===== config.mk =====
export PLATFORM = sky130hd
export DESIGN_NAME = multicycle_control_unit_flat
export DESIGN_NICKNAME = d
export VERILOG_FILES = /design/src/rtl/multicycle_control_unit_if.sv /design/src/rtl/multicycle_control_unit.sv /design/src/flat_wrapper.sv
export SDC_FILE = /design/constraint.sdc
export NUM_CORES = 1
export LEC_CHECK = 0
export CAP_MARGIN = 20
export CELL_PAD_IN_SITES_DETAIL_PLACEMENT = 1
export CELL_PAD_IN_SITES_GLOBAL_PLACEMENT = 2
export CORE_UTILIZATION = 29
export DETAILED_ROUTE_END_ITERATION = 12
export GPL_ROUTABILITY_DRIVEN = 0
export PLACE_DENSITY_LB_ADDON = 0.1
export SYNTH_ARGS = -nofsm -noshare
export SYNTH_HDL_FRONTEND = slang
export SYNTH_SLANG_ARGS = --single-unit

===== constraint.sdc =====
create_clock -name clk -period 3.6 [get_ports clk]
set_input_delay 1.08 -clock clk [delete_from_list [all_inputs] [get_ports clk]]
set_output_delay 1.08 -clock clk [all_outputs]
set_load 0.03 [all_outputs]

===== src/rtl/multicycle_control_unit_if.sv =====
// Control-side bundle of the multi-cycle control unit: memory handshake in,
// datapath selects, strobes and status out.
interface multicycle_control_unit_if #(
    parameter int OPCODE_WIDTH = 3,
    parameter int COUNT_WIDTH  = 16
);
    logic [OPCODE_WIDTH-1:0] opcode;
    logic                    memReady;
    logic                    aluSelect;
    logic                    regSelect;
    logic                    immSelect;
    logic                    dataSelect;
    logic                    muxSelect;
    logic                    jumpSelect;
    logic                    memRead;
    logic                    memWrite;
    logic                    irWrite;
    logic                    pcWrite;
    logic                    regWrite;
    logic                    trap;
    logic [2:0]              state;
    logic [COUNT_WIDTH-1:0]  instrCount;

    // The control unit itself.
    modport master (
        input  opcode, memReady,
        output aluSelect, regSelect, immSelect, dataSelect, muxSelect, jumpSelect,
        output memRead, memWrite, irWrite, pcWrite, regWrite,
        output trap, state, instrCount
    );

    // The memory/datapath side that consumes the controls.
    modport slave (
        output opcode, memReady,
        input  aluSelect, regSelect, immSelect, dataSelect, muxSelect, jumpSelect,
        input  memRead, memWrite, irWrite, pcWrite, regWrite,
        input  trap, state, instrCount
    );
endinterface


===== src/rtl/multicycle_control_unit.sv =====
// Multi-cycle control unit: walks each instruction through
// FETCH/DECODE/EXECUTE/MEMORY/WRITEBACK, waits on memReady with an optional
// timeout that traps, and counts retired instructions.
module multicycle_control_unit #(
    parameter int OPCODE_WIDTH = 3,
    parameter int MEM_TIMEOUT  = 16,
    parameter int COUNT_WIDTH  = 16
) (
    input  logic                    clk,
    input  logic                    reset,
    multicycle_control_unit_if.master bus
);
    // Wide enough to hold MEM_TIMEOUT-1, the largest value ever stored.
    localparam int WAIT_WIDTH = (MEM_TIMEOUT > 2) ? $clog2(MEM_TIMEOUT) : 1;

    typedef enum logic [2:0] {
        FETCH     = 3'd0,
        DECODE    = 3'd1,
        EXECUTE   = 3'd2,
        MEMORY    = 3'd3,
        WRITEBACK = 3'd4,
        TRAP      = 3'd5
    } stateType;

    stateType                stateReg, stateNext;
    logic [OPCODE_WIDTH-1:0] irReg, irNext;
    logic [WAIT_WIDTH-1:0]   waitCountReg, waitCountNext;
    logic [COUNT_WIDTH-1:0]  instrCountReg, instrCountNext;

    logic [2:0] op;
    logic       upperBits;
    logic       timeoutHit;
    logic       isNop, isLw, isSw, isJump, isAdd, isAddi, isSub, isLegal;

    // Raw controls before the reset override.
    logic aluRaw, regRaw, immRaw, dataRaw, muxRaw, jumpRaw;
    logic memReadRaw, memWriteRaw, irWriteRaw, pcWriteRaw, regWriteRaw;
    logic retire;

    assign op = irReg[2:0];

    // Any set bit above the 3-bit opcode field makes the instruction illegal.
    generate
        if (OPCODE_WIDTH > 3) begin : gUpperBits
            assign upperBits = |irReg[OPCODE_WIDTH-1:3];
        end else begin : gNoUpperBits
            assign upperBits = 1'b0;
        end
    endgenerate

    // A timeout of zero means wait for memory forever.
    generate
        if (MEM_TIMEOUT > 0) begin : gTimeout
            assign timeoutHit = !bus.memReady &&
                                (waitCountReg == WAIT_WIDTH'(MEM_TIMEOUT - 1));
        end else begin : gNoTimeout
            assign timeoutHit = 1'b0;
        end
    endgenerate

    assign isNop   = (op == 3'b000);
    assign isLw    = (op == 3'b001);
    assign isSw    = (op == 3'b010);
    assign isJump  = (op == 3'b011);
    assign isAdd   = (op == 3'b100);
    assign isAddi  = (op == 3'b101);
    assign isSub   = (op == 3'b110);
    assign isLegal = !upperBits && (op != 3'b111);

    // Next-state, control decode and bookkeeping for the current cycle.
    always_comb begin
        stateNext   = stateReg;
        irNext      = irReg;
        aluRaw      = 1'b0;
        regRaw      = 1'b0;
        immRaw      = 1'b0;
        dataRaw     = 1'b0;
        muxRaw      = 1'b0;
        jumpRaw     = 1'b0;
        memReadRaw  = 1'b0;
        memWriteRaw = 1'b0;
        irWriteRaw  = 1'b0;
        pcWriteRaw  = 1'b0;
        regWriteRaw = 1'b0;
        retire      = 1'b0;

        // ALU/register/immediate selects follow the instruction once it is past decode.
        if (stateReg == EXECUTE || stateReg == MEMORY || stateReg == WRITEBACK) begin
            aluRaw = isSub;
            regRaw = isAdd || isSub;
            immRaw = isLw || isSw || isAddi;
        end

        case (stateReg)
            FETCH: begin
                memReadRaw = 1'b1;
                if (bus.memReady) begin
                    irNext     = bus.opcode;
                    irWriteRaw = 1'b1;
                    pcWriteRaw = 1'b1;
                    stateNext  = DECODE;
                end else if (timeoutHit) begin
                    stateNext = TRAP;
                end
            end
            DECODE: begin
                if (!isLegal) begin
                    stateNext = TRAP;
                end else if (isNop) begin
                    stateNext = FETCH;
                    retire    = 1'b1;
                end else begin
                    stateNext = EXECUTE;
                end
            end
            EXECUTE: begin
                if (isJump) begin
                    pcWriteRaw = 1'b1;
                    jumpRaw    = 1'b1;
                    stateNext  = FETCH;
                    retire     = 1'b1;
                end else if (isLw || isSw) begin
                    stateNext = MEMORY;
                end else if (isAdd || isAddi || isSub) begin
                    stateNext = WRITEBACK;
                end else begin
                    stateNext = FETCH;
                end
            end
            MEMORY: begin
                muxRaw      = 1'b1;
                immRaw      = 1'b1;
                memReadRaw  = isLw;
                memWriteRaw = isSw;
                if (bus.memReady) begin
                    if (isLw) begin
                        stateNext = WRITEBACK;
                    end else begin
                        stateNext = FETCH;
                        retire    = isSw;
                    end
                end else if (timeoutHit) begin
                    stateNext = TRAP;
                end
            end
            WRITEBACK: begin
                regWriteRaw = 1'b1;
                dataRaw     = isLw;
                stateNext   = FETCH;
                retire      = 1'b1;
            end
            TRAP: begin
                stateNext = TRAP;
            end
            default: begin
                stateNext = TRAP;
            end
        endcase

        // Count only consecutive stalled cycles within one FETCH or MEMORY visit.
        waitCountNext = '0;
        if (MEM_TIMEOUT > 0 && (stateReg == FETCH || stateReg == MEMORY) &&
            !bus.memReady && stateNext == stateReg) begin
            waitCountNext = waitCountReg + WAIT_WIDTH'(1);
        end

        instrCountNext = retire ? instrCountReg + COUNT_WIDTH'(1) : instrCountReg;
    end

    // State, instruction register and counters; reset abandons any instruction.
    always_ff @(posedge clk) begin
        if (reset) begin
            stateReg      <= FETCH;
            irReg         <= '0;
            waitCountReg  <= '0;
            instrCountReg <= '0;
        end else begin
            stateReg      <= stateNext;
            irReg         <= irNext;
            waitCountReg  <= waitCountNext;
            instrCountReg <= instrCountNext;
        end
    end

    // Reset silences every strobe and select in the same cycle it is asserted.
    always_comb begin
        bus.aluSelect  = aluRaw      && !reset;
        bus.regSelect  = regRaw      && !reset;
        bus.immSelect  = immRaw      && !reset;
        bus.dataSelect = dataRaw     && !reset;
        bus.muxSelect  = muxRaw      && !reset;
        bus.jumpSelect = jumpRaw     && !reset;
        bus.memRead    = memReadRaw  && !reset;
        bus.memWrite   = memWriteRaw && !reset;
        bus.irWrite    = irWriteRaw  && !reset;
        bus.pcWrite    = pcWriteRaw  && !reset;
        bus.regWrite   = regWriteRaw && !reset;
        bus.trap       = (stateReg == TRAP);
        bus.state      = stateReg;
        bus.instrCount = instrCountReg;
    end
endmodule


===== src/flat_wrapper.sv =====
// flat-port wrapper written by rule: the top's interface ports become plain ports
module multicycle_control_unit_flat 
#(
    parameter int OPCODE_WIDTH = 3,
    parameter int MEM_TIMEOUT  = 16,
    parameter int COUNT_WIDTH  = 16
)
  (clk, reset, bus_opcode, bus_memReady, bus_aluSelect, bus_regSelect, bus_immSelect, bus_dataSelect, bus_muxSelect, bus_jumpSelect, bus_memRead, bus_memWrite, bus_irWrite, bus_pcWrite, bus_regWrite, bus_trap, bus_state, bus_instrCount);
  multicycle_control_unit_if #(.OPCODE_WIDTH(OPCODE_WIDTH), .COUNT_WIDTH(COUNT_WIDTH)) bus_i ();
  input  logic clk;
  input  logic reset;
  input wire logic [$bits(bus_i.opcode)-1:0] bus_opcode;
  input wire logic [$bits(bus_i.memReady)-1:0] bus_memReady;
  output wire logic [$bits(bus_i.aluSelect)-1:0] bus_aluSelect;
  output wire logic [$bits(bus_i.regSelect)-1:0] bus_regSelect;
  output wire logic [$bits(bus_i.immSelect)-1:0] bus_immSelect;
  output wire logic [$bits(bus_i.dataSelect)-1:0] bus_dataSelect;
  output wire logic [$bits(bus_i.muxSelect)-1:0] bus_muxSelect;
  output wire logic [$bits(bus_i.jumpSelect)-1:0] bus_jumpSelect;
  output wire logic [$bits(bus_i.memRead)-1:0] bus_memRead;
  output wire logic [$bits(bus_i.memWrite)-1:0] bus_memWrite;
  output wire logic [$bits(bus_i.irWrite)-1:0] bus_irWrite;
  output wire logic [$bits(bus_i.pcWrite)-1:0] bus_pcWrite;
  output wire logic [$bits(bus_i.regWrite)-1:0] bus_regWrite;
  output wire logic [$bits(bus_i.trap)-1:0] bus_trap;
  output wire logic [$bits(bus_i.state)-1:0] bus_state;
  output wire logic [$bits(bus_i.instrCount)-1:0] bus_instrCount;
  assign bus_i.opcode = bus_opcode;
  assign bus_i.memReady = bus_memReady;
  assign bus_aluSelect = bus_i.aluSelect;
  assign bus_regSelect = bus_i.regSelect;
  assign bus_immSelect = bus_i.immSelect;
  assign bus_dataSelect = bus_i.dataSelect;
  assign bus_muxSelect = bus_i.muxSelect;
  assign bus_jumpSelect = bus_i.jumpSelect;
  assign bus_memRead = bus_i.memRead;
  assign bus_memWrite = bus_i.memWrite;
  assign bus_irWrite = bus_i.irWrite;
  assign bus_pcWrite = bus_i.pcWrite;
  assign bus_regWrite = bus_i.regWrite;
  assign bus_trap = bus_i.trap;
  assign bus_state = bus_i.state;
  assign bus_instrCount = bus_i.instrCount;
  multicycle_control_unit #(.OPCODE_WIDTH(OPCODE_WIDTH), .MEM_TIMEOUT(MEM_TIMEOUT), .COUNT_WIDTH(COUNT_WIDTH)) u_core (.clk(clk), .reset(reset), .bus(bus_i));
endmodule

==> impl_metrics.yaml, run 1 <==
clock_network:
  cts_resized: 0
  cts.sink_count: 26
  hold_buffers: 0
  ctsRootBufferMaster: "clkbuf_8"
  cts_tree: "built"
  clk_path_buf_depth: 2
  path_clk_slew_ns: 0.09
  worstSkewPairLatency_ns: 0.27
  numCtsBuffers: 3
  cts_max_level: 1
  cts_setup_buffers: 0
global_routing:
  grt_max_degree: 18
  grt_overflow_total: 0
  grt_pass1_wl_mm: 6.79
  grt_use_total: 0.163
  antenna_found_initial: 0
  grt_pass1_vias: 1480
yosys:
  syn-cell-area_sq_um: 1460
  syn_avg_cell_area_sq_um: 7.97
  syn-num-nets: 191
  synth-edff-count: 0
  ys_async_sr_fraction: 0
  ys.flop_type: "dfxtp_1"
  synthCells: 183
  ys_seq_elements: 26
  ys_types: 44
  ys.warnings.count: 0
  ys_seq_area_frac: 0.357
route:
  wl_per_cell_microns: 14.6
  route.detailed.drc: 0
  via_per_inst: 5.17
  vias: 1458
  drt_iter0_markers: 34
  drt-total-wl_mm: 4.11
  antenna_left: 0
  first_pass_iters: 4
job:
  maxCapViolCount: 0
placement:
  hpwl_mm: 3.09
  placed_cell_area_sq_um: 1850
  port_buffers: 36
sta:
  setup-tns-final_ns: 0
  worst_pin_slew_ns: 0.857
  relSlewSlack: 0.425
  hold_violations: 0
  rsz0062_at_grt: "no"
  period_share: 0.927
  timing.fmax_mhz: 300
  fin_worst_skew_ns: 0.00261
  drv_slew: 0
  setup_viol: 0
  period_minus_slack_ns: 3.34
setup_path:
  max_stage_delay_ns: 0.52
  critPathLaunchType: "input pin"
  required_ns: 2.52
  crit_chain: "clkdlybuf4s50_1, nor4b_2, and2_1, buf_4"
  critPathTopFamily: "buffers and inverters"
  cp.arrival_ns: 2.26
  cp_slowest_cell: "clkdlybuf4s50_1"
  cp_max_fo: 6
  path_buf_inv: 2
  crit_path_end_kind: "output port"
  criticalPathCategory: "input pin to output port"
pwr:
  ir_drop_uv: 133
  powerDensity_nw_per_um2: 311
  p_leak_nw: 0.635
floorplanning:
  die_area_sq_um: 5310
  core_area_sq_um: 4790
  pin_count: 37
  start_util: 0.305
  die_w_microns: 72.9
  die_y_microns: 72.9
  rows: 25
layout:
  final_area_sq_um: 1910
  n_antenna_cell: 0
  area_delta_synth_final_pct: 30.7
  drive_above_1_share: 0.112
  num-nets-final: 224
status:
  outcome: "complete, no violations"
hold_path:
  hold_path.class: "register to register"
[per-stage QoR]
step                      utilization  total power, mW  std cells  setup WS (ns)  hold WS (ns)
after detailed placement        0.387            0.409        278          0.257         0.451
after CTS                       0.398            0.605        282          0.254         0.465
after global routing            0.398            0.626        282          0.150         0.513
after global placement          0.387            0.407        278          0.264         0.427
final                           0.398            0.593        282          0.262         0.460
after floorplan                     -            0.377        183          0.273         0.418
[logic make-up after synthesis]
group           share of synthesized area
buf+inv                            0.0463
xor+xnor                           0.0901
fa+ha+maj                          0.0172
simple gates                        0.330
compound gates                      0.160
flops                               0.357
[final timing paths]
| kind | startpoint | to | slack (ns) | cells past startpoint |
|---|---|---|---|---|
| worst max-delay path | reset | bus_aluSelect | 0.26 | 4 |
| worst min register to register | u_core.waitCountReg[0] | u_core.waitCountReg[0] | 0.46 | 1 |
| worst max register to register | u_core.bus.state[0] | u_core.bus.instrCount[15] | 1.16 | 5 |
| worst min-delay path | u_core.waitCountReg[0] | u_core.waitCountReg[0] | 0.46 | 1 |
[layout by cell type, fill, tap and decap left out, types with 2 or more instances in the layout]
master | netlist | layout
dfxtp_1 | 26 | 26
or4_1 | 2 | 2
nand3_1 | 11 | 11
inv_1 | 2 | 2
nor3_1 | 7 | 7
and4_1 | 2 | 2
nor4_1 | 2 | 2
clkbuf_8 | 0 | 4
a21oi_1 | 13 | 13
xnor2_1 | 14 | 14
nor2b_1 | 2 | 2
o21ai_0 | 2 | 2
o31ai_1 | 2 | 2
and2_1 | 3 | 3
and4b_1 | 2 | 2
buf_4 | 2 | 15
nor2_1 | 30 | 30
clkdlybuf4s50_1 | 0 | 25
nand2_1 | 15 | 15
o21ai_1 | 2 | 2
nand4_1 | 4 | 4
a211oi_1 | 5 | 5
ha_1 | 2 | 2
nor3b_1 | 2 | 2
[cell type report]
type / count / area, sq um
inverter: 2 / 7.51
timing repair buffer: 40 / 363
clock buffer: 4 / 55.1
multi-input combinational: 143 / 876
fill: 605 / 2880
tap: 67 / 83.8
sequential: 26 / 520
[flip-flops by register name (all words and copies together) (netlist names)]
| signal | cells |
|---|---|
| u_core.bus.instrCount | 16 |
| u_core.irReg | 3 |
| u_core.bus.state | 3 |
| u_core.waitCountReg | 4 |
[per-layer routing]
layer	vias up	track usage	part of all wire
met5	-	0	0
met4	0	0.0523	0.0066
met3	2	0.0221	0.021
met2	19	0.302	0.52
met1	715	0.192	0.45
li1	722	-	-
[power breakdown]
part | internal [mW] | total, mW | switching, mW
combinational | 0.0361 | 0.0882 | 0.0521
sequential | 0.295 | 0.313 | 0.0183
clock | 0.0978 | 0.192 | 0.0943
total | 0.429 | 0.593 | 0.165
[worst register-to-register path, cell delays in order, from the launching register on]
cell      delay, ns
dfxtp_1        0.66
and4b_1        0.26
o21ai_1        0.67
nand2_1        0.29
a311oi_1       0.38
a41o_1         0.14
[Yosys cell counts, types with 2 or more instances]
cell type,number,area [sq um]
inv_1,2,7.51
and4b_1,2,20.0
nor2b_1,2,12.5
and4_1,2,17.5
a21oi_1,13,65.1
o21ai_1,2,10.0
dfxtp_1,26,521
and2_1,3,18.8
ha_1,2,25.0
a211oi_1,5,37.5
clkbuf_1,9,33.8
nand2_1,15,56.3
nand3_1,11,55.1
nor4_1,2,12.5
nor3_1,7,35.0
nor2_1,30,113
nor3b_1,2,15.0
buf_4,2,15.0
o31ai_1,2,15.0
o21ai_0,2,10.0
nand4_1,4,25.0
nor4b_1,2,17.5
or4_1,2,15.0
xnor2_1,14,123
Note: power is estimated with default switching activity, not from simulation.
==> run 2, diff against run 1 <==
Settings changed: GPL_ROUTABILITY_DRIVEN 0 to unset.
==> results of run 2 <==
Same layout as run 1: the final DEF is identical, and so are final timing and power.
